## src/rtl/ascon_pkg.sv

```systemverilog
// Shared types for the Ascon stream bridge: FSM state encodings and word width.
package ascon_pkg;
    localparam int WORD_W = 32;

    typedef enum logic [2:0] {
        IN_IDLE, IN_FILL, IN_LAUNCH, IN_WAIT_REQ, IN_REFILL, IN_SIGNAL, IN_WAIT_DROP
    } in_state_t;

    typedef enum logic [2:0] {
        OUT_IDLE, OUT_DRAIN, OUT_ACK, OUT_WAIT_LOW, OUT_TAIL, OUT_TAG
    } out_state_t;
endpackage

```

## src/rtl/ascon_word_packer.sv

```systemverilog
// Pairs 32-bit host words into 64-bit entries; strobes once per completed pair.
module ascon_word_packer import ascon_pkg::*; (
    input  logic                clk_i,
    input  logic                rst_n_i,
    input  logic                clr_i,
    input  logic                word_vld_i,
    input  logic [WORD_W-1:0]   word_i,
    output logic                entry_we_o,
    output logic [2*WORD_W-1:0] entry_o
);
    logic              half_q;
    logic [WORD_W-1:0] lo_q;

    always_ff @(posedge clk_i or negedge rst_n_i) begin
        if (!rst_n_i) begin
            half_q <= 1'b0;
            lo_q   <= '0;
        end else if (clr_i) begin
            half_q <= 1'b0;
        end else if (word_vld_i) begin
            half_q <= ~half_q;
            if (!half_q) lo_q <= word_i;
        end
    end

    assign entry_we_o = word_vld_i & half_q;
    assign entry_o    = {word_i, lo_q};
endmodule

```

## src/rtl/ascon_stream_bridge.sv

```systemverilog
// Bridges a 32-bit host stream to the block-buffered Ascon core: input side packs
// AD/PT into the core's buffer, output side drains ciphertext and appends the tag.
module ascon_stream_bridge import ascon_pkg::*; #(
    parameter int BUF_DEPTH = 4,
    parameter int BLK_AD_AW = 3,
    parameter int BLK_PT_AW = 3
) (
    input  logic                          clk_i,
    input  logic                          rst_n_i,
    input  logic                          start_i,
    input  logic [BLK_AD_AW-1:0]          ad_size_i,
    input  logic [BLK_PT_AW-1:0]          pt_size_i,
    input  logic [WORD_W-1:0]             in_data_i,
    input  logic                          in_valid_i,
    output logic                          in_ready_o,
    output logic [WORD_W-1:0]             out_data_o,
    output logic                          out_valid_o,
    input  logic                          out_ready_i,
    output logic                          out_last_o,
    output logic                          ascon_start_o,
    output logic [BUF_DEPTH-1:0][63:0]    data_o,
    input  logic                          data_req_i,
    output logic                          data_valid_o,
    input  logic [BUF_DEPTH-1:0][63:0]    ct_i,
    input  logic                          ct_ready_i,
    output logic                          ct_read_ack_o,
    input  logic                          done_i,
    input  logic [127:0]                  tag_i
);
    localparam int IDX_W  = (BUF_DEPTH > 1) ? $clog2(BUF_DEPTH) : 1;
    localparam int E_W    = IDX_W + 1;
    localparam int REM_W  = ((BLK_AD_AW > BLK_PT_AW) ? BLK_AD_AW : BLK_PT_AW) + 1;
    localparam int DRN_W  = REM_W + 1;
    localparam int WIDX_W = IDX_W + 2;

    // ---------------- input side ----------------
    in_state_t             in_q, in_nxt;
    logic [E_W-1:0]        e_q, e_inc;
    logic [REM_W-1:0]      rem_q, rem_dec;
    logic [BLK_PT_AW-1:0]  pt_q;
    logic                  in_done_q;
    logic                  entry_we, fill_end;
    logic [63:0]           entry;

    ascon_word_packer u_packer (
        .clk_i      (clk_i),
        .rst_n_i    (rst_n_i),
        .clr_i      (~in_ready_o),
        .word_vld_i (in_valid_i & in_ready_o),
        .word_i     (in_data_i),
        .entry_we_o (entry_we),
        .entry_o    (entry)
    );

    assign e_inc    = e_q + 1'b1;
    assign rem_dec  = rem_q - 1'b1;
    assign fill_end = entry_we && (e_inc == E_W'(BUF_DEPTH) || rem_dec == '0);

    always_comb begin
        in_nxt        = in_q;
        in_ready_o    = 1'b0;
        ascon_start_o = 1'b0;
        data_valid_o  = 1'b0;
        case (in_q)
            IN_IDLE:      if (start_i && pt_size_i != '0) in_nxt = IN_FILL;
            IN_FILL: begin
                in_ready_o = 1'b1;
                if (fill_end) in_nxt = IN_LAUNCH;
            end
            IN_LAUNCH: begin
                ascon_start_o = 1'b1;
                in_nxt        = IN_WAIT_REQ;
            end
            IN_WAIT_REQ: begin
                if (rem_q != '0) begin
                    if (data_req_i) in_nxt = IN_REFILL;
                end else if (in_done_q) begin
                    in_nxt = IN_IDLE;
                end
            end
            IN_REFILL: begin
                in_ready_o = 1'b1;
                if (fill_end) in_nxt = IN_SIGNAL;
            end
            IN_SIGNAL: begin
                data_valid_o = 1'b1;
                in_nxt       = IN_WAIT_DROP;
            end
            // A request still held high after the refill must not start another one.
            IN_WAIT_DROP: if (!data_req_i) in_nxt = IN_WAIT_REQ;
            default:      in_nxt = IN_IDLE;
        endcase
    end

    always_ff @(posedge clk_i or negedge rst_n_i) begin
        if (!rst_n_i) begin
            in_q      <= IN_IDLE;
            e_q       <= '0;
            rem_q     <= '0;
            pt_q      <= '0;
            in_done_q <= 1'b0;
            data_o    <= '0;
        end else begin
            in_q <= in_nxt;
            if (done_i) in_done_q <= 1'b1;
            if (in_q == IN_IDLE && in_nxt == IN_FILL) begin
                pt_q      <= pt_size_i;
                rem_q     <= REM_W'(ad_size_i) + REM_W'(pt_size_i);
                e_q       <= '0;
                data_o    <= '0;
                in_done_q <= 1'b0;
            end
            if (in_q == IN_WAIT_REQ && in_nxt == IN_REFILL) begin
                e_q    <= '0;
                data_o <= '0;
            end
            if (in_q == IN_WAIT_REQ && in_nxt == IN_IDLE) in_done_q <= 1'b0;
            if (entry_we) begin
                data_o[e_q[IDX_W-1:0]] <= entry;
                e_q                    <= e_inc;
                rem_q                  <= rem_dec;
            end
        end
    end

    // ---------------- output side ----------------
    out_state_t            out_q, out_nxt;
    logic [WIDX_W-1:0]     widx_q, tail_words_q;
    logic [DRN_W-1:0]      drained_q, tail_blk;
    logic                  done_q;
    logic                  out_valid_q, out_last_q;
    logic [WORD_W-1:0]     out_data_q;
    logic                  slot_free, ld, ld_last;
    logic [WORD_W-1:0]     ld_word;
    logic [1:0][WORD_W-1:0] ct_pair;
    logic [3:0][WORD_W-1:0] tag_w;

    assign slot_free = !out_valid_q || out_ready_i;
    assign ct_pair   = ct_i[widx_q[IDX_W:1]];
    assign tag_w     = tag_i;

    // Blocks still owed after the full-buffer drains, never more than one buffer.
    always_comb begin
        tail_blk = '0;
        if (DRN_W'(pt_q) > drained_q) begin
            tail_blk = DRN_W'(pt_q) - drained_q;
            if (tail_blk > DRN_W'(BUF_DEPTH)) tail_blk = DRN_W'(BUF_DEPTH);
        end
    end

    always_comb begin
        out_nxt       = out_q;
        ld            = 1'b0;
        ld_word       = ct_pair[widx_q[0]];
        ld_last       = 1'b0;
        ct_read_ack_o = 1'b0;
        case (out_q)
            OUT_IDLE: begin
                if (ct_ready_i)  out_nxt = OUT_DRAIN;
                else if (done_q) out_nxt = (tail_blk != '0) ? OUT_TAIL : OUT_TAG;
            end
            OUT_DRAIN: begin
                if (widx_q != WIDX_W'(2*BUF_DEPTH)) ld = slot_free;
                else if (slot_free)                  out_nxt = OUT_ACK;
            end
            OUT_ACK: begin
                ct_read_ack_o = 1'b1;
                out_nxt       = OUT_WAIT_LOW;
            end
            OUT_WAIT_LOW: if (!ct_ready_i) out_nxt = OUT_IDLE;
            OUT_TAIL: begin
                if (widx_q != tail_words_q) ld = slot_free;
                else if (slot_free)         out_nxt = OUT_TAG;
            end
            OUT_TAG: begin
                ld_word = tag_w[widx_q[1:0]];
                ld_last = (widx_q == WIDX_W'(3));
                if (widx_q != WIDX_W'(4)) ld = slot_free;
                else if (slot_free)       out_nxt = OUT_IDLE;
            end
            default: out_nxt = OUT_IDLE;
        endcase
    end

    always_ff @(posedge clk_i or negedge rst_n_i) begin
        if (!rst_n_i) begin
            out_q        <= OUT_IDLE;
            widx_q       <= '0;
            tail_words_q <= '0;
            drained_q    <= '0;
            done_q       <= 1'b0;
            out_valid_q  <= 1'b0;
            out_last_q   <= 1'b0;
            out_data_q   <= '0;
        end else begin
            out_q <= out_nxt;
            if (out_nxt != out_q) widx_q <= '0;
            else if (ld)          widx_q <= widx_q + 1'b1;
            // Output register captures the word, so it holds through any stall.
            if (ld) begin
                out_data_q  <= ld_word;
                out_valid_q <= 1'b1;
                out_last_q  <= ld_last;
            end else if (out_ready_i) begin
                out_valid_q <= 1'b0;
                out_last_q  <= 1'b0;
            end
            if (out_q == OUT_IDLE && out_nxt == OUT_TAIL) tail_words_q <= WIDX_W'(tail_blk) << 1;
            if (out_q == OUT_ACK) drained_q <= drained_q + DRN_W'(BUF_DEPTH);
            if (out_q == OUT_TAG && out_nxt == OUT_IDLE) begin
                done_q    <= 1'b0;
                drained_q <= '0;
            end
            if (done_i) done_q <= 1'b1;
        end
    end

    assign out_data_o  = out_data_q;
    assign out_valid_o = out_valid_q;
    assign out_last_o  = out_last_q;
endmodule
```

## config.mk

```make
export PLATFORM = sky130hd
export DESIGN_NAME = ascon_stream_bridge
export DESIGN_NICKNAME = d
export VERILOG_FILES = /design/src/rtl/ascon_pkg.sv /design/src/rtl/ascon_word_packer.sv /design/src/rtl/ascon_stream_bridge.sv
export SDC_FILE = /design/constraint.sdc
export NUM_CORES = 1
export LEC_CHECK = 0
export CORE_AREA = 2 2 284 286
export CTS_CLUSTER_SIZE = 30
export DETAILED_ROUTE_END_ITERATION = 16
export DIE_AREA = 0 0 286 288
export HOLD_SLACK_MARGIN = 0.08
export REMOVE_ABC_BUFFERS = 1
export SLEW_MARGIN = 20
export SYNTH_ARGS = -nofsm -noshare
export SYNTH_HDL_FRONTEND = slang
export SYNTH_SLANG_ARGS = --single-unit
```

## constraint.sdc

```tcl
create_clock -name clk_i -period 5.86 [get_ports clk_i]
set_input_delay 0.879 -clock clk_i [delete_from_list [all_inputs] [get_ports clk_i]]
set_output_delay 0.879 -clock clk_i [all_outputs]
set_load 0.02 [all_outputs]
```

==> flow_results.xml <==
<?xml version="1.0" encoding="UTF-8"?>
<metrics>
  <group name="flow_run">
    <metric name="drv.max_cap_violation_count" unit="">0</metric>
  </group>
  <group name="cells_and_area">
    <metric name="layout-drive-gt1-share" unit="%">10.3</metric>
    <metric name="fin_nets" unit="">2369</metric>
    <metric name="layout.cells.most_common_list" unit="">clkdlybuf4s50_1 (722), dfrtp_1 (348), a22o_1 (256)</metric>
    <metric name="final_util" unit="%">32.5</metric>
    <metric name="layout.cell_area.non_filler" unit="um^2">25900</metric>
    <metric name="final_common_cell" unit="">clkdlybuf4s50_1</metric>
    <metric name="fillerInstances" unit="">7906</metric>
    <metric name="syn_to_final_growth" unit="%">57.0</metric>
  </group>
  <group name="sta">
    <metric name="clock.fmax" unit="MHz">302</metric>
    <metric name="worst-slew-pin-transition" unit="ns">1.08</metric>
    <metric name="final_critical_delay_including_setup_and_external_delays" unit="ns">3.31</metric>
    <metric name="slew_violations" unit="">0</metric>
    <metric name="fin_skew" unit="ns">0.0161</metric>
    <metric name="setup_viol_count_final" unit="">0</metric>
    <metric name="hold_viol" unit="">0</metric>
    <metric name="unrepaired_setup_endpoints_after_global_routing" unit="">false</metric>
    <metric name="maxSlewHeadroom" unit="%">27.9</metric>
    <metric name="layout_setup_ws" unit="ns">2.55</metric>
    <metric name="fin_tns_setup" unit="ns">0</metric>
    <metric name="final_min_period_over_clock_period" unit="%">56.5</metric>
  </group>
  <group name="detailed_routing">
    <metric name="dr_total_vias" unit="">14200</metric>
    <metric name="detailedRoute.firstIterationViolations" unit="">899</metric>
    <metric name="met1Wirelength" unit="um">26000</metric>
    <metric name="drt-vias-per-instance" unit="">4.70</metric>
    <metric name="drt-wirelength-per-cell" unit="um">23.9</metric>
    <metric name="met2_length" unit="um">37700</metric>
    <metric name="dr.max_layer_used" unit="">met5</metric>
    <metric name="route.detailed.drc" unit="">0</metric>
    <metric name="route.final.wire_length" unit="um">72300</metric>
    <metric name="drt_pre_antenna_iters" unit="">4</metric>
    <metric name="route.met3.wl" unit="um">5810</metric>
    <metric name="ant_nets" unit="">0</metric>
  </group>
  <group name="clock_tree">
    <metric name="depth_of_the_cts_h_tree" unit="">2</metric>
    <metric name="clockRootBuffer" unit="">clkbuf_16</metric>
    <metric name="post_cts_resized" unit="">0</metric>
    <metric name="cts-hold-fix-buffers" unit="">0</metric>
    <metric name="cts.sinks" unit="">351</metric>
    <metric name="tritoncts.num_buffers" unit="">42</metric>
    <metric name="cts_max_path_buffers" unit="">3</metric>
    <metric name="clock_latency" unit="ns">0.57</metric>
    <metric name="tritoncts_clock_tree" unit="">done</metric>
    <metric name="clk_transition_reported_paths" unit="ns">0.06</metric>
    <metric name="post_cts_buffers" unit="">0</metric>
  </group>
  <group name="critical_path">
    <metric name="critPathMaxFanout" unit="">57</metric>
    <metric name="critical_path_required" unit="ns">6.33</metric>
    <metric name="path_class" unit="">flip-flop to flip-flop</metric>
    <metric name="worst-endpoint-arrival" unit="ns">3.78</metric>
    <metric name="timing.critical_path.from_type" unit="">flip-flop</metric>
    <metric name="critical_path.endpoint_type" unit="">flip-flop</metric>
  </group>
  <group name="synthesis">
    <metric name="synthDistinctLibCells" unit="">61</metric>
    <metric name="synth.avg_cell_area" unit="um^2">13.3</metric>
    <metric name="synthFlopType" unit="">dfrtp_1</metric>
    <metric name="asyncSetResetFlopFracSynth" unit="%">100</metric>
    <metric name="synth.yosys.seq_area_share" unit="%">53.2</metric>
    <metric name="synth.ff_latch_count" unit="">351</metric>
    <metric name="syn-cell-area" unit="um^2">16500</metric>
    <metric name="ys.warnings.count" unit="">0</metric>
    <metric name="synthesis.instances" unit="">1245</metric>
    <metric name="number_of_enable_flip_flop_cells_after_synthesis" unit="">0</metric>
  </group>
  <group name="power_and_ir_drop">
    <metric name="seqPwrFrac" unit="%">34.3</metric>
    <metric name="total_leakage_power" unit="nW">10.6</metric>
    <metric name="vdd.ir_drop.worst" unit="mV">0.211</metric>
    <metric name="cell_internal_pwr" unit="W">0.00639</metric>
    <metric name="switching_power" unit="W">0.00398</metric>
    <metric name="comb_power_share" unit="%">40.8</metric>
    <metric name="power.switching_fraction" unit="%">38.4</metric>
    <metric name="power" unit="W">0.0104</metric>
    <metric name="clockPowerShare" unit="%">24.9</metric>
    <metric name="power.density_cell_area" unit="nW/um^2">400</metric>
  </group>
  <group name="floorplan">
    <metric name="pin_count" unit="">724</metric>
    <metric name="floorplan.rows" unit="">104</metric>
    <metric name="die_width" unit="um">286</metric>
    <metric name="dieHeight" unit="um">288</metric>
    <metric name="die_area" unit="um^2">82400</metric>
    <metric name="floorplan.initialDensity" unit="%">20.7</metric>
    <metric name="core_area" unit="um^2">79600</metric>
  </group>
  <group name="placement">
    <metric name="port-buffer-count" unit="">723</metric>
    <metric name="dp_worst_setup_slack" unit="ns">2.10</metric>
    <metric name="final_hpwl_dp" unit="um">54500</metric>
    <metric name="gpl.final_weighted_congestion" unit="">0.854</metric>
    <metric name="placement.cell_area" unit="um^2">24500</metric>
  </group>
  <group name="global_routing">
    <metric name="initial_antenna_violation_count" unit="">27</metric>
    <metric name="groute.usage.overall" unit="%">16.9</metric>
    <metric name="pin_count_of_the_biggest_net_entering_global_routing" unit="">127</metric>
    <metric name="via_count_of_the_first_global_routing_pass" unit="">14700</metric>
    <metric name="wire_length_of_the_first_global_routing_pass" unit="um">102000</metric>
    <metric name="grt.overflow.total" unit="">0</metric>
  </group>
  <group name="run_status">
    <metric name="status" unit="">completed</metric>
  </group>
  <group name="worst_hold_path">
    <metric name="worstHoldPathType" unit="">primary input to async pin</metric>
  </group>
</metrics>
## stage by stage
| stage | hold WS (ns) | std cells |
|---|---|---|
| final | 0.376 | 3018 |
| after global routing | 0.416 | 3018 |
| after CTS | 0.384 | 3014 |
| after detailed placement | 0.471 | 2939 |
| after global placement | 0.467 | 2939 |
| after floorplan | 0.448 | 1140 |
## worst max-delay path, stage by stage (launching register included)
cell and delay [ns]:
dfrtp_4 0.61, inv_2 0.56, ha_1 0.29, o21ai_1 0.13, a32oi_4 0.49, buf_4 0.59
nor2b_1 0.13, xnor2_1 0.15, nor3b_1 0.23
## state kept, by name (all words and copies together), names as in the netlist
signal / count
out_valid_o: 1
drained_q: 3
e_q: 3
data_o: 256
done_q: 1
out_last_o: 1
u_packer.half_q: 1
widx_q: 4
out_q: 3
in_q: 3
rem_q: 4
in_done_q: 1
pt_q: 3
out_data_o: 32
tail_words_q: 3
u_packer.lo_q: 32
## routing by layer
layer / vias up / global-route usage (%)
li1: 6148 / -
met1: 7165 / 18.7
met2: 729 / 30.6
met3: 132 / 4.43
met4: 2 / 6.65
met5: - / 0
## synthesized netlist by cell type (4+ instances only)
library cell / instances / area share, %
inv_1: 18 / 0.41
a311oi_1: 4 / 0.21
xnor2_1: 8 / 0.42
buf_1: 5 / 0.11
mux4_2: 96 / 13
ha_1: 15 / 1.1
nor3_1: 6 / 0.18
nor2_1: 22 / 0.50
buf_6: 28 / 1.9
nand2b_1: 7 / 0.27
buf_2: 31 / 0.94
dfrtp_1: 351 / 53
nor3b_1: 6 / 0.27
a21oi_1: 10 / 0.30
or3_1: 4 / 0.15
a211oi_1: 4 / 0.18
nand3_1: 39 / 1.2
o21ai_1: 32 / 0.97
nand2_1: 118 / 2.7
mux2_1: 30 / 2.0
buf_4: 19 / 0.86
clkbuf_1: 22 / 0.50
mux2_2: 4 / 0.27
o21ai_0: 46 / 1.4
a22o_1: 256 / 14
nor2b_1: 7 / 0.27
## cell families (layout without fill, tap and decap cells)
logic type	Yosys count	count (layout)	share of synthesized area (%)
multiplexers	132	132	15.5
buffers and inverters	125	834	4.78
AND/OR/NAND/NOR	233	233	6.69
flip-flops	351	351	53.2
adder cells (fa/ha/maj)	16	16	1.26
other	1	5	0.0227
XOR/XNOR	11	11	0.584
AO/OA/AOI/OAI	376	376	17.9
## power groups by stage
stage	logic [W]	clock network [W]	registers, W
CTS	0.00431	0.00267	0.00357
floorplan	0.00176	0	0.00401
finish	0.00423	0.00258	0.00356
global route	0.00455	0.00277	0.00366
detailed placement	0.00430	0	0.00360
global placement	0.00423	0	0.00358
## layout make-up
cell class              instances  area, um^2  area share (%)
clock inverters                15         166           0.642
clock buffers                  60        1190            4.59
diodes                          4        10.0          0.0386
inverters                      20        75.1           0.290
flip-flops and latches        351        8790            33.9
repair buffers                739        7390            28.5
well taps                    1060        1330            5.12
multi-input cells             769        6960            26.9
## worst paths after layout
| kind | end | slack (ns) | depth (start not counted) | from |
|---|---|---|---|---|
| hold reg to reg | out_data_o[1] | 0.48 | 2 | out_data_o[1] |
| max in group asynchronous | widx_q[0] | 4.16 | 2 | rst_n_i |
| hold / removal | data_o[9] | 0.38 | 1 | rst_n_i |
| min in group clk_i | out_data_o[1] | 0.48 | 2 | out_data_o[1] |
| setup reg to reg | widx_q[2] | 2.55 | 8 | widx_q[0] |
| setup / recovery | widx_q[2] | 2.55 | 8 | widx_q[0] |
(Power assumes the default switching activity.)
